### src/rtl/tx_arbiter.sv
// tx_arbiter: shares one miso UART transmitter between the local event FIFO
// and the pass-through stream from the downstream chain.
//
// Ports
//   clk2x        sole clock, rising edge
//   reset_n      asynchronous active-low reset
//   arb_enable   permits new grants
//   local_valid  local packet available; local_data is the packet
//   local_ack    one-cycle pulse, local packet consumed (same cycle as tx_load)
//   pass_valid   pass-through packet available; pass_data is the packet
//   pass_ack     one-cycle pulse, pass packet consumed (same cycle as tx_load)
//   tx_busy      transmitter busy
//   tx_load      one-cycle pulse, tx_data valid for the transmitter
//   tx_data      registered packet, held between grants
//   grant_src    source of the last grant: 0 = local, 1 = pass
//   tx_err       sticky transmitter-timeout flag, cleared only by reset
//
// state     | meaning
// IDLE      | waiting for a request; grants are issued only from here
// WAIT_BUSY | load issued, waiting up to TIMEOUT cycles for tx_busy to rise
// WAIT_DONE | transmitter busy, waiting for it to finish
module tx_arbiter #(
  parameter int WIDTH      = 54,
  parameter int MAX_CONSEC = 4,
  parameter int TIMEOUT    = 8
) (
  input  logic             clk2x,
  input  logic             reset_n,
  input  logic             arb_enable,
  input  logic             local_valid,
  input  logic [WIDTH-1:0] local_data,
  output logic             local_ack,
  input  logic             pass_valid,
  input  logic [WIDTH-1:0] pass_data,
  output logic             pass_ack,
  input  logic             tx_busy,
  output logic             tx_load,
  output logic [WIDTH-1:0] tx_data,
  output logic             grant_src,
  output logic             tx_err
);

  localparam int CW = (MAX_CONSEC > 0) ? $clog2(MAX_CONSEC + 1) : 1;
  localparam int TW = (TIMEOUT > 1) ? $clog2(TIMEOUT) : 1;
  localparam logic [CW-1:0] CONSEC_MAX = CW'(MAX_CONSEC);
  localparam logic [TW-1:0] TMR_LOAD   = TW'(TIMEOUT - 1);

  typedef enum logic [1:0] {
    IDLE      = 2'd0,
    WAIT_BUSY = 2'd1,
    WAIT_DONE = 2'd2
  } state_t;

  state_t           state_q;
  logic [CW-1:0]    consec_q;
  logic [TW-1:0]    tmr_q;
  logic             tx_load_q;
  logic             local_ack_q;
  logic             pass_ack_q;
  logic [WIDTH-1:0] tx_data_q;
  logic             grant_src_q;
  logic             tx_err_q;

  logic             grant_ok;
  logic             sel_local;
  logic [CW-1:0]    consec_d;

  // Pass has priority unless local has already waited through MAX_CONSEC
  // pass grants.
  always_comb begin
    grant_ok  = arb_enable && !tx_busy && (local_valid || pass_valid);
    sel_local = local_valid && (!pass_valid || (consec_q == CONSEC_MAX));
    consec_d  = '0;
    if (!sel_local && local_valid) begin
      consec_d = (consec_q < CONSEC_MAX) ? consec_q + CW'(1) : consec_q;
    end
  end

  always_ff @(posedge clk2x or negedge reset_n) begin
    if (!reset_n) begin
      state_q     <= IDLE;
      consec_q    <= '0;
      tmr_q       <= '0;
      tx_load_q   <= 1'b0;
      local_ack_q <= 1'b0;
      pass_ack_q  <= 1'b0;
      tx_data_q   <= '0;
      grant_src_q <= 1'b0;
      tx_err_q    <= 1'b0;
    end else begin
      tx_load_q   <= 1'b0;
      local_ack_q <= 1'b0;
      pass_ack_q  <= 1'b0;
      case (state_q)
        IDLE: begin
          if (grant_ok) begin
            tx_load_q   <= 1'b1;
            local_ack_q <= sel_local;
            pass_ack_q  <= !sel_local;
            tx_data_q   <= sel_local ? local_data : pass_data;
            grant_src_q <= !sel_local;
            consec_q    <= consec_d;
            tmr_q       <= TMR_LOAD;
            state_q     <= WAIT_BUSY;
          end
        end
        WAIT_BUSY: begin
          if (tx_busy) begin
            state_q <= WAIT_DONE;
          end else if (tmr_q == '0) begin
            tx_err_q <= 1'b1;
            state_q  <= IDLE;
          end else begin
            tmr_q <= tmr_q - TW'(1);
          end
        end
        WAIT_DONE: begin
          if (!tx_busy) state_q <= IDLE;
        end
        default: state_q <= IDLE;
      endcase
    end
  end

  assign tx_load   = tx_load_q;
  assign local_ack = local_ack_q;
  assign pass_ack  = pass_ack_q;
  assign tx_data   = tx_data_q;
  assign grant_src = grant_src_q;
  assign tx_err    = tx_err_q;

endmodule

### config.mk
export PLATFORM = sky130hd
export DESIGN_NAME = tx_arbiter
export DESIGN_NICKNAME = d
export VERILOG_FILES = /design/src/rtl/tx_arbiter.sv
export SDC_FILE = /design/constraint.sdc
export NUM_CORES = 1
export LEC_CHECK = 0
export ABC_CLOCK_PERIOD_IN_PS = 3550
export CAP_MARGIN = 20
export CORE_UTILIZATION = 30
export DETAILED_ROUTE_END_ITERATION = 6
export GPL_TIMING_DRIVEN = 0
export PLACE_DENSITY = 0.7
export REMOVE_ABC_BUFFERS = 1
export SETUP_SLACK_MARGIN = 0.4
export SLEW_MARGIN = 20
export SYNTH_ARGS = -nofsm -noshare
export SYNTH_HDL_FRONTEND = slang
export SYNTH_SLANG_ARGS = --single-unit
### constraint.sdc
create_clock -name clk2x -period 3.55 [get_ports clk2x]
set_input_delay 0.71 -clock clk2x [delete_from_list [all_inputs] [get_ports clk2x]]
set_output_delay 0.71 -clock clk2x [all_outputs]
set_load 0.01 [all_outputs]
# --- Yosys cells after proc, flatten, opt, wreduce, memory -nomap -nowiden ---
# Index checks and enable logic that the tools add are counted.
op_classes:
  magnitude_cmp: 1
  muxes: 18
  eq_ne: 9
  addsub: 2
  reduce_logical: 17
  n_bitwise: 1
ops:
  columns: ["operator", "n"]
  rows:
  - ["54-bit two-way mux", 1]
  - ["3-bit two-way mux", 5]
  - ["3-bit AND reduction", 3]
  - ["2-bit two-way mux", 4]
  - ["2-bit inequality test, second input constant", 4]
  - ["1-bit two-way mux", 6]
  - ["2-bit case mux with 3 select lines", 1]
  - ["3-bit case mux with 2 select lines", 1]
  - ["1-bit logical AND", 4]
  - ["4-bit AND reduction", 1]
  - ["3-bit by 1-bit adder with 3-bit output, second input constant", 1]
  - ["3-bit equality test, second input constant", 1]
  - ["1-bit zero test", 3]
  - ["3-bit zero test", 1]
  - ["3-bit < comparator, second input constant", 1]
  - ["3-bit inequality test, second input constant", 1]
  - ["3-bit by 1-bit subtractor with 3-bit output, second input constant", 1]
  - ["2-bit by 1-bit equality test with 1-bit output, second input constant", 1]
  - ["2-bit equality test, second input constant", 1]
  - ["2-bit zero test", 1]
  - ["1-bit logical OR", 2]
  - ["2-bit by 1-bit inequality test with 1-bit output, second input constant", 1]
  - ["2-bit AND reduction", 1]
  - ["2-bit nonzero test", 1]
  - ["1-bit NOT", 1]
word_totals:
  in_bits: 114
  register_bits: 67
  out_inout_bits: 59
  word_cells: 57

# --- Longest topological paths before layout ---
# Gate-level depths: netlist of run 1.
logic_depth:
  ltp_word: 7
  mapped_depth: 7

# --- Least setup slack after synthesis of run 1 ---
# No wires, ideal clock.
synth_path:
  path_type: "input to register"
  startpoint: "input port tx_busy"
  endpoint: "register consec_q[0]"
  slack_ns: 1.663
  path_buffers: 1
  arrival_time_ns: 1.769
  cell_stages: 4
  path_cell_list: "or4b_1 > buf_4 > o31ai_1 > a21bo_1"
synth_via:
  elab_chain_len: 4
synth_lines:
  columns: ["element", "line", "rtl"]
  rows:
  - ["from (decl)", "36", "input logic tx_busy,"]
  - ["1-bit zero test", null, null]
  - ["1-bit logical AND (2 in series)", "71", "grant_ok = arb_enable && !tx_busy && (local_valid || pass_valid);"]
  - ["3-bit AND reduction (no source line)", null, null]
  - ["to (signal assigned)", "102", "consec_q <= consec_d;"]
  - ["to (decl)", "55", "logic [CW-1:0] consec_q;"]
# No other way between the ends.
# A chain may end at the register's enable or synchronous reset.

# --- Final worst setup path of run 1 ---
layout_path:
  startpoint: "input port tx_busy"
  endpoint: "register tx_data_q[1], in the netlist tx_data[1]"
layout_via:
  elab_chain_len: 4
layout_lines:
  columns: ["element", "line", "rtl"]
  rows:
  - ["1-bit zero test", null, null]
  - ["1-bit logical AND (2 in series)", "71", null]
  - ["2-bit AND reduction (no source line)", null, null]
  - ["to (signal assigned)", "100", "tx_data_q <= sel_local ? local_data : pass_data;"]
  - ["to (decl)", "60", "logic [WIDTH-1:0] tx_data_q;"]
# No other way between the ends.

==> results.toml, run 1 <==
[final_layout]
nNetsFinal = 637
n_fill_cell = 1071
layout-drive-gt1-share_pct = 6.13
final_area_um2 = 5400
seqCellArea_um2 = 1680
layout.cells.non_filler = 662
antenna_cells = 0
synthToLayoutAreaGrowth_pct = 60.9
multi_input_area_um2 = 1500

[global_routing]
grt_pass1_vias = 3559
grt.busiest_layer = "met2"
grt_pass1_wl_mm = 17.4
antenna_found_initial = 0
grt_usage_pct = 19.4
overflow = 0
grt_max_degree = 58
gr-usage-met2_pct = 32.8
use_met1_pct = 23.1
use_met3_pct = 5.63

[timing]
tightest_slew_ns = 0.910
fin_crit_sh_pct = 75.2
finalSetupViolations = 0
post-route-min-period_ns = 2.67
max_freq_mhz = 375
setup_slack_ns = 0.881
skew_ns = 0.00962
rsz0062_at_grt = "no"
finalHoldViolations = 0
max_slew_margin_pct = 39.3
slew_violations = 0

[yosys]
synth_cell_type_count = 38
synth_ff_type = "dfrtp_1"
syn_avg_cell_area_um2 = 9.14
yosysSeqAreaShare_pct = 50.0
yosysWarnings = 0
syn_area_um2 = 3360
syn_inst = 367
synthArstFlopShare_pct = 100
synth_edf_count = 0
ys_ff_latch = 67

[detailed_routing]
dr.first_iter.drc_count = 218
final_antenna_net_count = 0
drc_errors = 0
via_count = 3527
wl_per_cell_um = 16.7
wirelength_mm = 11.0
dr.pass1.iters = 5
via_per_inst = 5.33

[clocking]
cts_tree = "done"
cts_setup_buffers = 0
numCtsBuffers = 9
clk_pin_slew_ns = 0.07
cts.sinks = 67
cts_hold_buf = 0
clockRootBuffer = "clkbuf_8"
cts-htree-levels = 3
insertion_delay_ns = 0.33
cts_resized = 0
cts.path.max_buffers = 2

[die]
ios = 173
die-height_um = 108
die_x_um = 108
fp.coreArea_um2 = 10900
die_area_um2 = 11600
row_count = 38
start_util_pct = 30.8

[placed_design]
place_ws_ns = 0.524
place_area_um2 = 5230
gp_congestion = 0.762
io_buffers = 172
place_hpwl_mm = 7.44
place_inst = 648

[outcome]
status = "completed"

[worst_setup_path]
worst_setup_path_end_kind = "register"
arrival_ns = 2.83
worstPathMaxFanout = 55
rr_worst_depth = 3
timing.rr.end = "tx_data[1]"
r2r-start = "state_q[0]"
path_class = "input port to register"
cp.required_ns = 3.71
cp-start-kind = "input port"
rrSetupSlack_ns = 1.28

[power_and_ir_drop]
p_per_area_nw_per_um2 = 542
p_leak_nw = 2.06
ir_drop_mv = 0.250

[hold_path]
hold_class = "input port to async pin"

[run]
maxCapViolCount = 0
## layout make-up
type,instances,area share (%)
clock buffer,12,2.87
clock inverter,2,0.232
inverter,6,0.417
multi-input combinational,254,27.8
sequential,67,31.0
tap,140,3.24
timing repair buffer,181,34.4
## critical path, cell delays in order
cell,delay (ns)
clkdlybuf4s50_1,0.49
or4b_1,0.71
nor2_8,0.65
a31oi_1,0.21
## cell families (layout without fill, tap and decap cells)
kind of cell | count (synthesis) | after routing | synth area share, %
buffers and inverters | 46 | 201 | 6.00
multiplexers | 1 | 1 | 0.298
AND/OR/NAND/NOR | 72 | 72 | 12.5
adder cells (fa/ha/maj) | 4 | 4 | 1.49
AO/OA/AOI/OAI | 176 | 176 | 29.5
XOR/XNOR | 1 | 1 | 0.261
flip-flops | 67 | 67 | 50.0
## synthesized netlist by cell type, types with 2 or more instances
cell type  instances  area share [%]
nor3_1             2            0.30
buf_2              5            0.75
and2_1             2            0.37
ha_1               4             1.5
buf_4              6             1.3
a22o_1             2            0.52
o21ai_0           52             7.8
o21ai_1            2            0.30
o211ai_1           2            0.45
nand3_1           55             8.2
o21a_1             2            0.45
inv_1              5            0.56
buf_1              2            0.22
a21oi_1           55             8.2
nor2_1             3            0.34
clkbuf_1          27             3.0
a31oi_1           54              10
dfrtp_1           67              50
## where the power goes
group | total, mW | leakage [nW] | switching (mW) | internal (mW)
combinational | 1.21 | 1.22 | 0.523 | 0.692
sequential | 1.16 | 0.756 | 0.145 | 1.02
clock | 0.550 | 0.0843 | 0.267 | 0.283
total | 2.92 | 2.06 | 0.934 | 1.99
## per-stage QoR
stage / setup TNS [ns] / power, mW / utilization [%] / hold WS, ns
after floorplan: -0.554 / 1.62 / - / 0.414
after global placement: -161.24 / 2.34 / 46.6 / 0.453
after detailed placement: 0 / 2.39 / 48.0 / 0.464
after CTS: 0 / 2.96 / 49.6 / 0.315
after global routing: 0 / 3.12 / 49.6 / 0.329
final: 0 / 2.92 / 49.6 / 0.323
## cells in the final DEF, fill, tap and decap left out, drive strengths merged, types with 2 or more instances in the layout
cell,n
nor2,4
a22o,2
ha,4
o211ai,2
clkbuf,12
buf,11
nor3,2
o21a,2
clkdlybuf4s50,170
a21oi,55
dfrtp,67
and2,2
a21bo,2
o21ai,54
inv,6
nand3,55
a31oi,54
## flip-flops by register name, indices dropped and copies added, names as in the netlist
name and cells:
tx_load 1, state_q 2, local_ack 1, consec_q 3, tx_err 1, tx_data 54
tmr_q 3, grant_src 1, pass_ack 1
## per-layer routing
| metal | up-vias | wire (um) |
|---|---|---|
| met3 | 13 | 834 |
| li1 | 1680 | - |
| met4 | 0 | 161 |
| met2 | 153 | 5270 |
| met5 | - | 0 |
| met1 | 1681 | 4760 |
## how the worst max path moves through the flow
stage,endpoint,cells past startpoint,startpoint
6_report,tx_data[1],4,tx_busy
5_1_grt,tx_data[1],4,tx_busy
3_3_place_gp,tmr_q[1],4,tx_busy
4_1_cts,tx_data[1],4,tx_busy
3_5_place_dp,tx_data[1],4,tx_busy
2_1_floorplan,tmr_q[1],3,arb_enable
No activity file was read; power rests on OpenSTA's default activity.
==> inputs of run 2 (changes only) <==
--- a/config.mk
+++ b/config.mk
@@ -5,7 +5,7 @@
 export SDC_FILE = /design/constraint.sdc
 export NUM_CORES = 1
 export LEC_CHECK = 0
-export ABC_CLOCK_PERIOD_IN_PS = 3550
+export ABC_CLOCK_PERIOD_IN_PS = 2500
 export CAP_MARGIN = 20
 export CORE_UTILIZATION = 30
 export DETAILED_ROUTE_END_ITERATION = 6
==> constraint.sdc (replaced) <==
create_clock -name clk2x -period 2.5 [get_ports clk2x]
set_input_delay 0.5 -clock clk2x [delete_from_list [all_inputs] [get_ports clk2x]]
set_output_delay 0.5 -clock clk2x [all_outputs]
set_load 0.01 [all_outputs]
==> results.toml, run 2 (same netlist as run 1, synthesis figures left out) <==
[outcome]
status = "completed"

[worst_setup_path]
cpMaxStageDelayCell = "clkdlybuf4s50_1"
cp.required_ns = 2.74
cp_top_family = "buffers and inverters"
crit_chain = "clkdlybuf4s50_1, nor4b_4, buf_4, buf_4, buf_6, a21oi_1, a31oi_1"
crit_top_cell = "buf_4"
arrival_ns = 2.26
worst_setup_path_end_kind = "register"
path_class = "input port to register"
worstPathMaxFanout = 14
path_buf_inv = 4
cp-start-kind = "input port"
cpPeakStageDelay_ns = 0.50

[final_layout]
layout-drive-gt1-share_pct = 9.12
final_common_cell = "clkdlybuf4s50_1"
final_area_um2 = 5550
layout.cells.non_filler = 677
synthToLayoutAreaGrowth_pct = 65.4
final_cell_mix = "clkdlybuf4s50_1 (170), dfrtp_1 (67), nand3_1 (55), a21oi_1 (55), a31oi_1 (54)"
nNetsFinal = 652
largest_register_ffs = 54
antenna_cells = 0
post-route-util_pct = 51.0

[placed_design]
place_ws_ns = -0.316
place_inst = 648
io_buffers = 172
place_area_um2 = 5230
place_hpwl_mm = 7.44
gp_congestion = 0.762

[timing]
post-route-min-period_ns = 2.01
finalSetupViolations = 0
rsz0062_at_grt = "no"
fin_crit_sh_pct = 80.5
slew_violations = 0
skew_ns = 0.0104
tightest_slew_ns = 0.801
tns_ns = 0
max_slew_margin_pct = 46.6
finalHoldViolations = 0
max_freq_mhz = 497
setup_slack_ns = 0.487
whs_ns = 0.106

[detailed_routing]
wl_per_cell_um = 18.0
via_per_inst = 5.42
wl_met3_um = 826
wl_met2_mm = 5.81
final_antenna_net_count = 0
wirelength_mm = 12.2
via_count = 3670
dr.first_iter.drc_count = 288
routed.top_layer = "met4"
dr.pass1.iters = 4
wl_met1_mm = 5.36
drc_errors = 0

[clocking]
cts_tree = "done"
cts.sinks = 67
cts_hold_buf = 0
numCtsBuffers = 9
cts.path.max_buffers = 2
clockRootBuffer = "clkbuf_8"
insertion_delay_ns = 0.33
clk_pin_slew_ns = 0.07
cts-htree-levels = 3

[power_and_ir_drop]
power.clock.fraction_pct = 18.7
p_leak_nw = 2.14
p_per_area_nw_per_um2 = 761
p_int_mw = 2.86
switching_share_pct = 32.3
p_seq_share_pct = 39.0
ir_drop_mv = 0.354
comb_power_share_pct = 42.3
switching_power_mw = 1.36
design_power_total_mw = 4.22

[die]
die_x_um = 108
start_util_pct = 30.8
ios = 173
die_area_um2 = 11600
die-height_um = 108
row_count = 38
fp.coreArea_um2 = 10900

[global_routing]
grt_pass1_vias = 3634
grt_pass1_wl_mm = 18.3
grt_usage_pct = 20.6
overflow = 0
antenna_found_initial = 0
grt_max_degree = 58

[run]
maxCapViolCount = 0

[hold_path]
hold_class = "input port to async pin"
-- run 2: path summary, 6_finish.rpt --
path | startpoint | end | slack (ns) | cells after the start
setup / recovery | tx_busy | tx_data[30] | 0.49 | 7
max in group asynchronous | reset_n | tx_data[33] | 1.84 | 2
hold reg to reg | tx_err | tx_err | 0.48 | 1
hold / removal | reset_n | tx_data[31] | 0.11 | 1
min in group clk2x | tx_err | tx_err | 0.48 | 1
setup reg to reg | consec_q[0] | tx_data[14] | 0.66 | 6
-- run 2: cell type report --
cell class	instances	area [um2]
clock buffer	12	155
clock inverter	2	12.5
fill	1063	5340
inverter	6	25.0
multi-input combinational	258	1550
sequential	67	1680
tap	140	175
timing repair buffer	192	1950
-- run 2: timing repair --
| item | CTS | global route |
|---|---|---|
| setup endpoints to repair | 59 | 35 |
| buffers inserted | 3 | 8 |
| gates cloned | 3 | 1 |
| pin swaps | 3 | 3 |
| gates resized for setup | 4 | 3 |
-- run 2: power groups by stage --
stage               clock network, mW  registers (mW)  logic (mW)
global route                    0.869            1.69        1.93
global placement                    0            1.65        1.68
CTS                             0.822            1.65        1.77
floorplan                           0            1.81       0.492
detailed placement                  0            1.66        1.74
finish                          0.789            1.65        1.78
-- run 2: metal layers --
| layer | global-route usage (%) | vias to the layer above |
|---|---|---|
| met5 | 0 | - |
| met4 | 8.32 | 0 |
| met3 | 5.45 | 15 |
| met2 | 34.8 | 148 |
| met1 | 24.6 | 1792 |
| li1 | - | 1715 |
==> inputs of run 3 (changes only) <==
--- a/config.mk
+++ b/config.mk
@@ -5,7 +5,7 @@
 export SDC_FILE = /design/constraint.sdc
 export NUM_CORES = 1
 export LEC_CHECK = 0
-export ABC_CLOCK_PERIOD_IN_PS = 2500
+export ABC_CLOCK_PERIOD_IN_PS = 2050
 export CAP_MARGIN = 20
 export CORE_UTILIZATION = 30
 export DETAILED_ROUTE_END_ITERATION = 6
==> constraint.sdc (replaced) <==
create_clock -name clk2x -period 2.05 [get_ports clk2x]
set_input_delay 0.41 -clock clk2x [delete_from_list [all_inputs] [get_ports clk2x]]
set_output_delay 0.41 -clock clk2x [all_outputs]
set_load 0.01 [all_outputs]
==> results.toml, run 3 (same netlist as run 1, synthesis figures left out) <==
[placed_design]
place_inst = 648
io_buffers = 172
gp_congestion = 0.762
place_hpwl_mm = 7.44
place_ws_ns = -0.676

[timing]
finalHoldViolations = 0
finalSetupViolations = 0
slew_violations = 0
rsz0062_at_grt = "yes"
max_freq_mhz = 590
skew_ns = 0.0102
tightest_slew_ns = 0.642
max_slew_margin_pct = 57.1
post-route-min-period_ns = 1.70
fin_crit_sh_pct = 82.7
setup_slack_ns = 0.354

[final_layout]
antenna_cells = 0
seqCellArea_um2 = 1680
layout-drive-gt1-share_pct = 17.6
nNetsFinal = 678
largest_register_ffs = 54
final_common_cell = "clkdlybuf4s50_1"
layout.cells.non_filler = 703
post-route-util_pct = 55.8
multi_input_area_um2 = 1780
n_fill_cell = 973
final_cell_mix = "clkdlybuf4s50_1 (108), dfrtp_1 (65), nand3_1 (55), a21oi_1 (47)"
synthToLayoutAreaGrowth_pct = 81.2

[die]
fp.coreArea_um2 = 10900
die-height_um = 108
start_util_pct = 30.8
row_count = 38
die_x_um = 108
die_area_um2 = 11600
ios = 173

[clocking]
clk_pin_slew_ns = 0.07
cts.path.max_buffers = 2
cts-htree-levels = 3
numCtsBuffers = 9
clockRootBuffer = "clkbuf_8"
cts.sinks = 67
insertion_delay_ns = 0.33
cts_tree = "done"

[power_and_ir_drop]
p_seq_share_pct = 38.3
comb_power_share_pct = 43.2
p_leak_nw = 2.51
switching_share_pct = 34.4
p_per_area_nw_per_um2 = 863
design_power_total_mw = 5.25
ir_drop_mv = 0.419
switching_power_mw = 1.80
p_int_mw = 3.45
power.clock.fraction_pct = 18.5

[worst_setup_path]
cp.required_ns = 2.29
path_class = "register to register"
arrival_ns = 1.94
cp-start-kind = "register"
worst_setup_path_end_kind = "register"
worstPathMaxFanout = 6

[hold_path]
hold_class = "input port to async pin"

[detailed_routing]
dr.first_iter.drc_count = 258
via_count = 3848
via_per_inst = 5.47
wirelength_mm = 13.6
drc_errors = 0
wl_per_cell_um = 19.4
dr.pass1.iters = 4
final_antenna_net_count = 0

[outcome]
status = "completed"

[global_routing]
grt_usage_pct = 22.7
grt_pass1_wl_mm = 19.9
antenna_found_initial = 0
grt_pass1_vias = 3808
grt_max_degree = 56
overflow = 0

[run]
maxCapViolCount = 0
==> run 3: cell count changes in the layout (fill, tap and decap cells not counted), moves of 8 or more <==
cell,before,now
a21oi_2,0,8
a21oi_1,55,47
buf_6,1,9
a31oi_1,54,46
dlygate4sd2_1,0,45
dlymetal6s2s_1,0,17
clkdlybuf4s50_1,170,108
==> run 3: per-layer routing <==
layer  share of wire (%)  track usage [%]
met1                  42             27.5
met5                   0                0
met3                 7.0             5.27
met2                  49             38.6
met4                 2.0             9.10
==> run 3: power by group through the flow <==
stage | sequential (mW) | combinational (mW) | clock, mW
finish | 2.01 | 2.27 | 0.970
global route | 2.06 | 2.45 | 1.06
CTS | 2.00 | 2.05 | 1.00
detailed placement | 2.03 | 2.12 | 0
global placement | 2.01 | 2.05 | 0
floorplan | 2.20 | 0.600 | 0
==> run 3: final timing paths <==
path	start	end	slack [ns]	cells past startpoint
hold reg to reg	tx_err	tx_err	0.47	1
setup reg to reg	state_q[0]	tx_data[28]	0.35	7
min in group clk2x	tx_err	tx_err	0.47	1
hold / removal	reset_n	tx_data[31]	0.02	1
setup / recovery	state_q[0]	tx_data[28]	0.35	7
max in group asynchronous	reset_n	tx_data[17]	1.48	2
==> run 3: per-stage QoR <==
stage	setup TNS [ns]	hold slack, ns	instance area [um2]
2_1_floorplan	-70.53	0.114	3180
3_3_place_gp	-319.64	0.453	5070
3_5_place_dp	-36.47	0.391	5230
4_1_cts	0	0.0151	5620
5_1_grt	0	0.0307	6080
6_report	0	0.0190	6080
==> run 3: area by class of cell <==
type                            count  area share [%]
Inverter                            6           0.453
Sequential cell                    67            27.6
Clock inverter                      2           0.206
Tap cell                          140            2.88
Multi-Input combinational cell    262            29.3
Clock buffer                       12            2.55
Timing Repair Buffer              214            37.0
==> run 3: worst max-delay path, cell delays in order, from the launching register on <==
cell and delay, ns:
dfrtp_2 0.43, buf_6 0.13, nor4b_4 0.37, buf_6 0.19
buf_12 0.13, buf_8 0.12, a21oi_2 0.05, a31oi_1 0.19
==> run 3: repair_timing <==
item                                    4_1_cts  5_1_grt
endpoints found under the setup margin      107       76
resized for setup                            65       63
pin swaps                                     9       13
hold buffers                                  0        0
cloned                                        7        3
buffers inserted                             15       16
